$ cat src/rtl/uart_rx.sv
// UART receiver: 2-flop synchronizer, 8N1 deframer with optional parity, one-cycle valid pulse.
// Optional macro UART_RX_MAJORITY_EN: 2-of-3 majority vote around each bit centre.
module uart_rx #(
  parameter int CLKS_PER_BIT = 868
) (
  input  logic       clk,
  input  logic       rst_n,
  input  logic       rx,
  input  logic [1:0] parity_type,
  output logic [7:0] data_out,
  output logic       data_valid,
  output logic       parity_err,
  output logic       frame_err,
  output logic       busy
);

  // state     | meaning
  // IDLE      | line idle, waiting for rxs low
  // START     | half-bit wait, start bit re-checked (glitch reject)
  // DATA      | 8 data bits, LSB first
  // PARITY    | parity bit sampled and compared
  // STOP      | stop bit sampled, result published
  // WAIT_IDLE | stop bit was low, hold until line returns high
  typedef enum logic [2:0] {
    IDLE, START, DATA, PARITY, STOP, WAIT_IDLE
  } state_t;

  localparam int CW   = $clog2(CLKS_PER_BIT);
  localparam int HALF = (CLKS_PER_BIT - 1) / 2;
`ifdef UART_RX_MAJORITY_EN
  localparam int FIRST = HALF + 1;  // decide one cycle after centre
`else
  localparam int FIRST = HALF;
`endif
  localparam logic [CW-1:0] FIRST_LD = CW'(FIRST);
  localparam logic [CW-1:0] BIT_LD   = CW'(CLKS_PER_BIT - 1);

  state_t        state;
  logic [CW-1:0] cnt;
  logic [2:0]    bit_cnt;
  logic [7:0]    shreg;
  logic [1:0]    pt_q;
  logic          perr;
  logic          rx_meta;
  logic          rxs;
  logic          bit_val;

`ifdef UART_RX_MAJORITY_EN
  logic rxs_d1, rxs_d2;

  always_ff @(posedge clk or negedge rst_n) begin
    if (!rst_n) begin
      rxs_d1 <= 1'b1;
      rxs_d2 <= 1'b1;
    end else begin
      rxs_d1 <= rxs;
      rxs_d2 <= rxs_d1;
    end
  end

  assign bit_val = (rxs & rxs_d1) | (rxs & rxs_d2) | (rxs_d1 & rxs_d2);
`else
  assign bit_val = rxs;
`endif

  always_ff @(posedge clk or negedge rst_n) begin
    if (!rst_n) begin
      rx_meta <= 1'b1;
      rxs     <= 1'b1;
    end else begin
      rx_meta <= rx;
      rxs     <= rx_meta;
    end
  end

  always_ff @(posedge clk or negedge rst_n) begin
    if (!rst_n) begin
      state      <= IDLE;
      cnt        <= '0;
      bit_cnt    <= '0;
      shreg      <= '0;
      pt_q       <= '0;
      perr       <= 1'b0;
      data_out   <= '0;
      data_valid <= 1'b0;
      parity_err <= 1'b0;
      frame_err  <= 1'b0;
      busy       <= 1'b0;
    end else begin
      data_valid <= 1'b0;
      case (state)
        IDLE: begin
          if (!rxs) begin
            pt_q    <= parity_type;
            bit_cnt <= '0;
            perr    <= 1'b0;
            cnt     <= FIRST_LD;
            state   <= START;
            busy    <= 1'b1;
          end
        end
        START: begin
          if (cnt != '0) begin
            cnt <= cnt - CW'(1);
          end else if (bit_val) begin
            state <= IDLE;
            busy  <= 1'b0;
          end else begin
            cnt   <= BIT_LD;
            state <= DATA;
          end
        end
        DATA: begin
          if (cnt != '0) begin
            cnt <= cnt - CW'(1);
          end else begin
            shreg   <= {bit_val, shreg[7:1]};
            cnt     <= BIT_LD;
            bit_cnt <= bit_cnt + 3'd1;
            if (bit_cnt == 3'd7)
              state <= (pt_q != 2'b00) ? PARITY : STOP;
          end
        end
        PARITY: begin
          if (cnt != '0) begin
            cnt <= cnt - CW'(1);
          end else begin
            perr  <= bit_val != (pt_q[0] ? ~^shreg : ^shreg);
            cnt   <= BIT_LD;
            state <= STOP;
          end
        end
        STOP: begin
          if (cnt != '0) begin
            cnt <= cnt - CW'(1);
          end else begin
            data_out   <= shreg;
            parity_err <= perr;
            frame_err  <= ~bit_val;
            data_valid <= 1'b1;
            if (bit_val) begin
              state <= IDLE;
              busy  <= 1'b0;
            end else begin
              state <= WAIT_IDLE;
            end
          end
        end
        WAIT_IDLE: begin
          if (rxs) begin
            state <= IDLE;
            busy  <= 1'b0;
          end
        end
        default: begin
          state <= IDLE;
          busy  <= 1'b0;
        end
      endcase
    end
  end

endmodule

$ cat config.mk
export PLATFORM = sky130hd
export DESIGN_NAME = uart_rx
export DESIGN_NICKNAME = d
export VERILOG_FILES = /design/src/rtl/uart_rx.sv
export SDC_FILE = /design/constraint.sdc
export NUM_CORES = 1
export LEC_CHECK = 0
export CAP_MARGIN = 40
export CORE_MARGIN = 5
export CORE_UTILIZATION = 50
export DETAILED_ROUTE_END_ITERATION = 10
export GPL_TIMING_DRIVEN = 0
export PLACE_DENSITY = 0.81
export SYNTH_ARGS = -nofsm -noshare
export SYNTH_HDL_FRONTEND = slang
export SYNTH_SLANG_ARGS = --single-unit
export TNS_END_PERCENT = 100
$ cat constraint.sdc
create_clock -name clk -period 3 [get_ports clk]
set_clock_uncertainty 0.05 [all_clocks]
set_input_delay 0.45 -clock clk [delete_from_list [all_inputs] [get_ports clk]]
set_output_delay 0.45 -clock clk [all_outputs]
set_load 0.05 [all_outputs]
After elaboration in Yosys (flattened, before gate mapping)

Cells that the tools add are included.

Bits in registers: 41
Bits of input ports: 5
Output and inout port bits: 12
Word-level logic and storage cells: 83

Add/subtract/negate cells: 2
Eq/ne operators: 17
Multiplexer cells: 30
Bitwise operators: 3
Reductions and logical operators: 18

Operator list:

| cell                                                 | count |
|---|---|
| two-way mux 10 bit                                   | 5 |
| case mux 10 bit (4 select lines)                     | 1 |
| two-way mux 3 bit                                    | 11 |
| inequality test 2 bit (second input constant)        | 9 |
| case mux 3 bit (6 select lines)                      | 1 |
| nonzero test 10 bit                                  | 1 |
| subtractor 10 x 1 -> 10 bit (second input constant)  | 1 |
| equality test 3 bit (second input constant)          | 3 |
| AND reduction 3 bit                                  | 3 |
| two-way mux 1 bit                                    | 8 |
| XNOR reduction 8 bit                                 | 1 |
| XOR reduction 8 bit                                  | 1 |
| AND reduction 7 bit                                  | 1 |
| equality test 3 x 2 -> 1 bit (second input constant) | 2 |
| case mux 3 bit (2 select lines)                      | 1 |
| AND reduction 2 bit                                  | 3 |
| nonzero test 2 bit                                   | 3 |
| case mux 1 bit (4 select lines)                      | 1 |
| AND reduction 4 bit                                  | 1 |
| nonzero test 4 bit                                   | 1 |
| OR reduction 2 bit                                   | 2 |
| adder 3 x 1 -> 3 bit (second input constant)         | 1 |
| equality test 3 x 1 -> 1 bit (second input constant) | 1 |
| logical NOT 3 bit                                    | 1 |
| other kinds (5)                                      | 7 |

Longest topological paths before layout

Word-level depth: 5
Mapped depth: 7
Mapped depth without buffers: 6

Worst setup path after synthesis

Ideal clock, no wire load.

Path type: reg2reg
Start point: register cnt[0]
End point: register bit_cnt[0]
Library setup time: 0.125 ns
Data arrival time: 1.794 ns
Required time: 2.825 ns
Path slack: 1.032 ns
Cell stages (with the launch flop): 7
Buffers on the path: 0
Period minus slack after synthesis: 1.968 ns
Path through: dfrtp_1 inv_1 ha_1 or3b_2 nor3_4 a21oi_1 mux2_2

Cells in the longest elaborated chain, start to end: 3

RTL lines:

| what                                   | RTL line | text |
|---|---|---|
| start: declaration                     | 39       | `logic [CW-1:0] cnt;` |
| start signal: assignment               | 104      | `cnt <= cnt - CW'(1);` |
| start signal: assignment               | 115      | `cnt <= cnt - CW'(1);` |
| start signal: assignment               | 126      | `cnt <= cnt - CW'(1);` |
| nonzero test 10 bit                    | 114      | `if (cnt != '0) begin` |
| inequality test 2 bit (no source line) | n/a      |  |
| AND reduction 3 bit (no source line)   | n/a      |  |
| end signal: assignment                 | 119      | `bit_cnt <= bit_cnt + 3'd1;` |
| end: declaration                       | 40       | `logic [2:0] bit_cnt;` |

No other way between the ends.
A chain may end at the register's enable or synchronous reset.

Worst setup path in the final report

Ends and elaborated chain as after synthesis.

==> metrics <==
Final Cycle Share=0.795; Hold Path Class=input port to asynchronous set/reset pin; CP endpoint kind=register; Slew Viols, Final=0; CTS Buf Count=5; vias in the first global route=1,549; largest net degree at the start of global routing=30; Final setup viols=0; post-route minimum period=2.38 ns; Final Core Density=0.589; Initial Utilization=0.507; WL met3=212 um; ys async rst share=1.00; Top FF cell, synth=dfrtp_1; CTS tree=done; area of the core=4290 um2; Leak Pwr=0.00114 uW; slowest library cell on the worst path=nor3b_2; Power Density=406 nW/um2; post-CTS setup repair buffer count=0; DR vias/cell=5.77; clock root buffer=clkbuf_8; relative slew slack=0.485; first-pass GRT wire length=7.34 mm; hold_buf cts=0; post-synth net total=203; Area contributors post-synth=dfrtp_1 (45%), mux2_2 (10%), xnor2_1 (2.8%), dfstp_2 (2.4%), ha_1 (2.3%); Synth top area share=0.448; number of detailed-route iterations in the first pass=4; Worst Reg2Reg Path Length in Cells=6; Critical Path AT=2.57 ns; num rows=24; cells along the critical path=inv_1 > ha_1 > nor3b_2 > nand3_1 > nor4_1 > mux2_2; status=finished with violations; total gr overflow=0; Final Hold Slack=-0.00496 ns; port bufs=16; CP Max Fanout=9; Post-synth EDFFs=0; failing checks=hold timing; synthesis-stage register bit count=41; drt wl/cell=15.4 um; chip height=76.0 um; mean post-synth cell area=11.2 um2; Max Root-Sink Buffers=2; Achievable Freq=419 MHz; GRT Resource Usage Total=0.154; top layer in use=met4; DP HPWL=3.06 mm; Worst-Margin Slew=0.772 ns; Ys Warns=0; Remaining DRCs=0; Critical Path Start Type=register; Max Cap Viol=0; width of the die=76.0 um; unrepaired setup endpoints after global routing=false; Pwr Total=1030 uW; H-tree depth=2; Worst Path Required=3.18 ns; Syn Std Cell Area=2180 um2; Post-Route M1 WL=1.99 mm; final worst slack=0.616 ns; worst skew pair latency=0.29 ns; initial antenna violation count=0; Layout area overhead=16.1%; CTS Sinks=41; vias=1,564; crit-path max cell delay=0.50 ns; routed wl met2=1.88 mm; Die Footprint=5780 um2; cells after synthesis=194; Synth area leader=dfrtp_1; final hold violation count=11; most common cell in the netlist=dfrtp_1; Detail Route Antenna Nets=0; critical path type=register to register; drt initial violations=185; n_diodes=0; I/O Pins=17; TNS Setup=0 ns; Max rail drop VDD=0.388 mV; FILL cells=360; drt total wl=4.17 mm; synth cell count leaders=dfrtp_1 (39), mux2_2 (20), a21oi_1 (9), inv_1 (9), nor2_1 (9); RD Place Congestion=0.892; Clock transition at path regs=0.08 ns; Place WS=0.671 ns; Yosys cell types=53; nets@finish=227; share of cells above drive strength 1=0.205; register area share after synthesis=0.472; post-CTS resize count=0
==> worst max-delay path: cells and delay by family, from the launching register on <==
kind	cells	cell delay, ns
buffers and inverters	1	0.12
adder cells (fa/ha/maj)	1	0.16
multiplexers	1	0.24
flip-flops	1	0.45
AND/OR/NAND/NOR	3	1.30
==> state kept, by name, indices dropped and copies added (netlist names) <==
name,count
bit_cnt,3
bit_val,1
busy,1
cnt,10
data_out,8
data_valid,1
frame_err,1
parity_err,1
perr,1
pt_q,2
rx_meta,1
shreg,8
state,3
==> cell families (layout without fill, tap and decap cells) <==
kind of cell	count (synthesis)	after routing	share of synthesized area
adders and majority gates	4	4	0.0230
xor gates and xnor gates	9	9	0.0425
DFF	41	41	0.472
buffers and inverters	18	43	0.0345
AOI/OAI and AO/OA	49	49	0.171
and+or+nand+nor	48	48	0.130
muxes	25	25	0.126
==> final timing paths <==
| kind | to | start | slack (ns) |
|---|---|---|---|
| setup / recovery | bit_cnt[0] | cnt[0] | 0.62 |
| hold / removal | data_valid | rst_n | -0.005 |
| setup reg to reg | bit_cnt[0] | cnt[0] | 0.62 |
| hold reg to reg | bit_val | rx_meta | 0.32 |
| max in group asynchronous | bit_val | rst_n | 2.38 |
| min in group clk | bit_val | rx_meta | 0.32 |
==> layer usage <==
metal / vias up / track usage
li1: 767 / -
met1: 752 / 0.215
met2: 39 / 0.232
met3: 6 / 0.0343
met4: 0 / 0.0623
met5: - / 0
==> stage by stage <==
stage | hold slack (ns) | std cells | cell area [um2]
after global routing | 0.0219 | 271 | 2530
after floorplan | 0.104 | 194 | 2180
after detailed placement | 0.303 | 263 | 2420
final | -0.00496 | 271 | 2530
after CTS | 0.00419 | 271 | 2530
after global placement | 0.296 | 262 | 2400
==> cells in the final DEF, fill, tap and decap left out, types with 2 or more instances in the layout <==
master / Yosys / final
a21boi_0: 3 / 3
a21o_1: 3 / 3
a21oi_1: 9 / 9
a221o_1: 2 / 2
a22o_1: 2 / 2
a32oi_1: 3 / 3
buf_2: 3 / 4
clkbuf_1: 4 / 5
clkbuf_8: 0 / 5
clkdlybuf4s50_1: 0 / 15
dfrtp_1: 39 / 39
dfstp_2: 2 / 2
ha_1: 4 / 4
inv_1: 9 / 9
mux2_2: 20 / 20
mux2i_1: 5 / 5
nand2_1: 6 / 6
nand2b_1: 3 / 3
nand3_1: 4 / 4
nand4_1: 2 / 2
nor2_1: 9 / 9
nor3_1: 7 / 7
nor3b_1: 3 / 3
nor4_1: 3 / 3
o21ai_0: 8 / 8
o22ai_1: 4 / 4
or3_1: 3 / 3
xnor2_1: 7 / 7
==> report_power, final <==
group	internal, uW	leakage, uW	switching [uW]	total [uW]
sequential	556	0.000536	1.71	558
clock	250	0.0000554	187	437
combinational	12.7	0.000546	20.5	33.2
total	818	0.00114	209	1030
==> final cells by class <==
cell class | count | area (um2) | area share
clock buffer | 6 | 72.6 | 0.0287
inverter | 9 | 33.8 | 0.0134
timing repair buffer | 17 | 175 | 0.0692
buffer | 9 | 41.3 | 0.0163
clock inverter | 2 | 38.8 | 0.0153
tap | 52 | 65.1 | 0.0257
sequential | 41 | 1030 | 0.407
multi-input combinational | 135 | 1070 | 0.425
Power figures use the tool's default switching activity.
==> RTL change 1 (config.mk and constraints unchanged) <==
Change the parameter `CLKS_PER_BIT` from 868 to 217.
--- a/src/rtl/uart_rx.sv
+++ b/src/rtl/uart_rx.sv
@@ -1,7 +1,7 @@
 // UART receiver: 2-flop synchronizer, 8N1 deframer with optional parity, one-cycle valid pulse.
 // Optional macro UART_RX_MAJORITY_EN: 2-of-3 majority vote around each bit centre.
 module uart_rx #(
-  parameter int CLKS_PER_BIT = 868
+  parameter int CLKS_PER_BIT = 217
 ) (
   input  logic       clk,
   input  logic       rst_n,
Behaviour: same outputs for any inputs over 10 cycles, from zero or initial values and one cycle with rst_n low; that may be too few to reach the edited logic, so the function may still have changed.
==> RTL change 1 against the original RTL <==
Routed wire length is 9.5% lower; synthesized area is 9.0% lower; design area is 9.0% lower; maximum frequency is 3.4% lower; synthesized cell count is 8.2% lower; setup slack worse by 0.084 ns; critical path depth stayed put; critical endpoint is now shreg[5]$_DFFE_PN0P_; sequential cell count is 2 lower; non-clock buffer count is 4 lower; sequential power is 4.7% lower; final cell count is 8.1% lower; total power is 5.2% lower; die area is 7.9% lower.
==> RTL change 1: results (changes against the original RTL) <==
INFO  metric clock_power = 417 uW (was 437 uW)
INFO  metric post-route-period-util = 82.29% (was 79.48%)
INFO  metric synth.net_count = 187 (was 203)
INFO  metric dp_hpwl = 2685 um (was 3058 um)
INFO  metric outcome = finished, final reports clean (was finished, violations left)
INFO  metric largest_net_degree_at_the_start_of_global_routing = 40 (was 30)
INFO  metric dp_cells = 242 (was 263)
INFO  metric ir_drop = 366.7 uV (was 387.5 uV)
INFO  metric yosys-top-cells-area = dfrtp_1, mux2_2, mux2_4, o21ai_0, dfstp_2 (was dfrtp_1, mux2_2, xnor2_1, dfstp_2, ha_1)
INFO  metric ys_dominant_reg_cell = dfrtp_1 (unchanged)
INFO  metric detailedRoute.firstIterationViolations = 88 (was 185)
INFO  metric p_leak = 1.077 nW (was 1.137 nW)
INFO  metric end_of_the_worst_register_to_register_path = shreg[5]$_DFFE_PN0P_ (was bit_cnt[0]$_DFFE_PN0P_)
INFO  metric layout.nets = 210 (was 227)
INFO  metric cell_int_power = 781.0 uW (was 818.3 uW)
INFO  metric switching_share = 19.81% (was 20.35%)
INFO  metric first_pass_grt_wire_length = 6699 um (was 7341 um)
INFO  metric largest_registers = cnt x8, data_out x8, shreg x8 (was cnt x10, data_out x8, shreg x8)
INFO  metric timing.critical_path.arrival = 2.60 ns (was 2.57 ns)
INFO  metric viasPerCell = 5.723 (was 5.771)
INFO  metric timing.critical_path.fanout_max = 10 (was 9)
INFO  metric drive_gt1_share = 19.40% (was 20.55%)
INFO  metric synth_area_per_cell = 11.13 sq um (was 11.23 sq um)
INFO  metric globalRouteTotalUtil = 16.35% (was 15.41%)
INFO  metric rrSetupSlack = 0.53 ns (was 0.62 ns)
INFO  metric synthDistinctLibCells = 46 (was 53)
INFO  metric detailed_place.area = 0.002197 sq mm (was 0.002419 sq mm)
INFO  metric cts.repair_timing.setup_buffer_count = 0 (unchanged)
INFO  metric power.combinational.total = 24.2 uW (was 33.2 uW)
INFO  metric vias_in_the_first_global_route = 1416 (was 1549)
INFO  metric dp_worst_setup_slack = 0.5668 ns (was 0.6711 ns)
INFO  metric wl_per_cell = 15.16 um (was 15.39 um)
INFO  metric hold_slack = 0.2029 ns (was -0.004960 ns)
INFO  metric synth.yosys.seq_area_share = 49.37% (was 47.21%)
INFO  metric finalWirelength = 3775 um (was 4170 um)
-- RTL change 1: how the worst max path moves through the flow --
stage	start	end	cells past startpoint
5_1_grt	cnt[0]$_DFFE_PN0P_	shreg[5]$_DFFE_PN0P_	6
2_1_floorplan	cnt[0]$_DFFE_PN0P_	data_out[1]$_DFFE_PN0N_	6
3_5_place_dp	cnt[0]$_DFFE_PN0P_	shreg[5]$_DFFE_PN0P_	6
4_1_cts	cnt[0]$_DFFE_PN0P_	shreg[5]$_DFFE_PN0P_	6
3_3_place_gp	rst_n	cnt[3]$_DFFE_PN0P_	1
6_report	cnt[0]$_DFFE_PN0P_	shreg[5]$_DFFE_PN0P_	6
-- RTL change 1: cell families after synthesis --
| family | synth area share, % |
|---|---|
| AO/OA/AOI/OAI | 13.64 |
| XOR/XNOR | 4.230 |
| adder cells (fa/ha/maj) | 2.525 |
| buffers and inverters | 3.788 |
| flip-flops | 49.37 |
| multiplexers | 12.56 |
| AND/OR/NAND/NOR | 13.89 |
-- RTL change 1: layer usage --
| layer | up-vias | share of wire, % | global-route usage, % | routed length [um] |
|---|---|---|---|---|
| met1 | 680 | 46 | 22.24 | 1746 |
| met5 | - | 0 | 0 | 0 |
| met2 | 44 | 46 | 24.75 | 1731 |
| li1 | 691 | - | - | - |
| met3 | 10 | 5.8 | 5.372 | 218 |
| met4 | 0 | 2.1 | 5.123 | 78 |
-- RTL change 1: final cells by class --
class | count | area [sq um]
fill | 311 | 1440
sequential | 39 | 978.4
multi-input combinational | 123 | 928.4
timing repair buffer | 16 | 155.1
clock buffer | 5 | 68.82
tap | 48 | 60.06
clock inverter | 2 | 37.54
buffer | 6 | 37.54
inverter | 10 | 37.54
==> RTL change 2 (same settings) <==
Without the edit above. Encoding of `state_t`: now Gray code (3 bits for 6 states).
--- a/src/rtl/uart_rx.sv
+++ b/src/rtl/uart_rx.sv
@@ -22,7 +22,7 @@
   // STOP      | stop bit sampled, result published
   // WAIT_IDLE | stop bit was low, hold until line returns high
   typedef enum logic [2:0] {
-    IDLE, START, DATA, PARITY, STOP, WAIT_IDLE
+    IDLE = 3'b000, START = 3'b001, DATA = 3'b011, PARITY = 3'b010, STOP = 3'b110, WAIT_IDLE = 3'b111
   } state_t;
 
   localparam int CW   = $clog2(CLKS_PER_BIT);
Check against the original RTL: no difference found for any inputs over 10 cycles, from zero or initial values and one cycle with rst_n low; not proved beyond that.
==> RTL change 2 against the original RTL <==
Synthesized area decreased by 5.5%; sequential power is essentially flat; critical path depth grew 1; setup slack lost 0.095 ns; count of clock-buffer cells in the layout is 1 lower; global-route usage rose by 1.3 points; routed wire length shrank 4.2%; maximum frequency is 3.8% lower; design area down 4.4%; total power grew 0.95%; sequential cell count did not move.
==> RTL change 2: results (changes against the original RTL) <==
INFO  metric viasPerCell = 5.697 (was 5.771)
INFO  metric hp-class = register to register (was primary input to asynchronous set/reset pin)
INFO  metric synth_mux_area_share = 10.88% (was 12.64%)
INFO  metric groute.layer.met3.usage = 4.595% (was 3.428%)
INFO  metric finalWirelength = 3995 um (was 4170 um)
INFO  metric use_met1 = 21.51% (was 21.47%)
INFO  metric gpl.final_weighted_congestion = 0.8273 (was 0.8923)
INFO  metric outcome = finished, final reports clean (was finished, violations left)
INFO  metric hold_slack = 0.3155 ns (was -0.004960 ns)
INFO  metric rrSetupSlack = 0.52 ns (was 0.62 ns)
INFO  metric end_of_the_worst_register_to_register_path = shreg[5]$_DFFE_PN0P_ (was bit_cnt[0]$_DFFE_PN0P_)
INFO  metric ir_drop = 336.9 uV (was 387.5 uV)
INFO  metric met3_length = 150 um (was 212 um)
INFO  metric grt_use_met2 = 26.97% (was 23.20%)
INFO  metric synth_compound_area_share = 15.26% (was 17.12%)
INFO  metric p_leak = 1.057 nW (was 1.137 nW)
INFO  metric finish.cell_count_without_fillers = 264 (was 271)
INFO  metric max_slew.worst_pin.slew = 0.6931 ns (was 0.7720 ns)
INFO  metric slowest_stage = or4b_4 (was nor3b_2)
INFO  metric post_cts_hold_buffer_count = 1 (was 0)
INFO  metric cell_int_power = 818.2 uW (was 818.3 uW)
INFO  metric yosys-top-cells-area = dfrtp_1, mux2_2, xnor2_1, o21ai_0, a21oi_1 (was dfrtp_1, mux2_2, xnor2_1, dfstp_2, ha_1)
INFO  metric hold-path-cell-count = 0
INFO  metric synth_xor_xnor_area_share = 3.830% (was 4.250%)
INFO  metric worst_r2r_path_depth = 7 (was 6)
INFO  metric globalRouteTotalUtil = 16.76% (was 15.41%)
INFO  metric layout.nets = 222 (was 227)
INFO  metric synth.net_count = 197 (was 203)
INFO  metric wl_met1 = 1773 um (was 1993 um)
INFO  metric power.combinational.total = 29.2 uW (was 33.2 uW)
INFO  metric first_pass_grt_wire_length = 7031 um (was 7341 um)
INFO  metric synth_area_per_cell = 10.95 sq um (was 11.23 sq um)
INFO  metric synthDistinctLibCells = 44 (was 53)
INFO  metric detailed_place.area = 0.002296 sq mm (was 0.002419 sq mm)
INFO  metric largest_net_degree_at_the_start_of_global_routing = 36 (was 30)
INFO  metric synth.yosys.seq_area_share = 49.97% (was 47.21%)
INFO  metric routed-wl-met2 = 2009 um (was 1884 um)
INFO  metric drive_gt1_share = 20.56% (was 20.55%)
INFO  metric timing.critical_path.arrival = 2.62 ns (was 2.57 ns)
INFO  metric timing.critical_path.fanout_max = 10 (was 9)
==> RTL change 2: changes by cell type in the layout (fill, tap and decap cells not counted), sizes merged, moves of 4 or more <==
cell,delta
a31oi,+4
nor3b,-4
mux2i,-4
o22a,+4
o21ai,+9
a21oi,+4
==> RTL change 2: critical path: cells and delay by family, from the launching register on <==
| family | cells | cell delay (ns) |
|---|---|---|
| buf+inv | 2 | 0.30 |
| mux | 1 | 0.34 |
| fa+ha+maj | 1 | 0.16 |
| flops | 1 | 0.42 |
| simple gates | 3 | 1.09 |
==> RTL change 2: how the worst max path moves through the flow <==
| stage | slack, ns | cells after the start | from | endpoint |
|---|---|---|---|---|
| floorplan | 0.82 | 7 | cnt[0]$_DFFE_PN0P_ | shreg[1]$_DFFE_PN0P_ |
| CTS | 0.53 | 7 | cnt[0]$_DFFE_PN0P_ | shreg[5]$_DFFE_PN0P_ |
| global placement | 0.39 | 1 | rst_n | data_out[3]$_DFFE_PN0N_ |
| finish | 0.52 | 7 | cnt[0]$_DFFE_PN0P_ | shreg[5]$_DFFE_PN0P_ |
| detailed placement | 0.58 | 7 | cnt[0]$_DFFE_PN0P_ | shreg[5]$_DFFE_PN0P_ |
| global route | 0.44 | 7 | cnt[0]$_DFFE_PN0P_ | shreg[5]$_DFFE_PN0P_ |
==> RTL change 2: layout make-up <==
class | instances | area, sq um
sequential | 41 | 1028
multi-input combinational | 133 | 959.7
inverter | 5 | 18.77
fill | 337 | 1582
tap | 50 | 62.56
buffer | 9 | 51.30
clock buffer | 5 | 68.82
timing repair buffer | 18 | 185.2
clock inverter | 3 | 43.79
==> RTL change 2: stage by stage <==
step,util (%),power (mW)
global route,60.46,1.078
floorplan,-,0.5775
detailed placement,57.40,0.5982
CTS,60.46,1.049
finish,60.46,1.037
global placement,57.02,0.5953
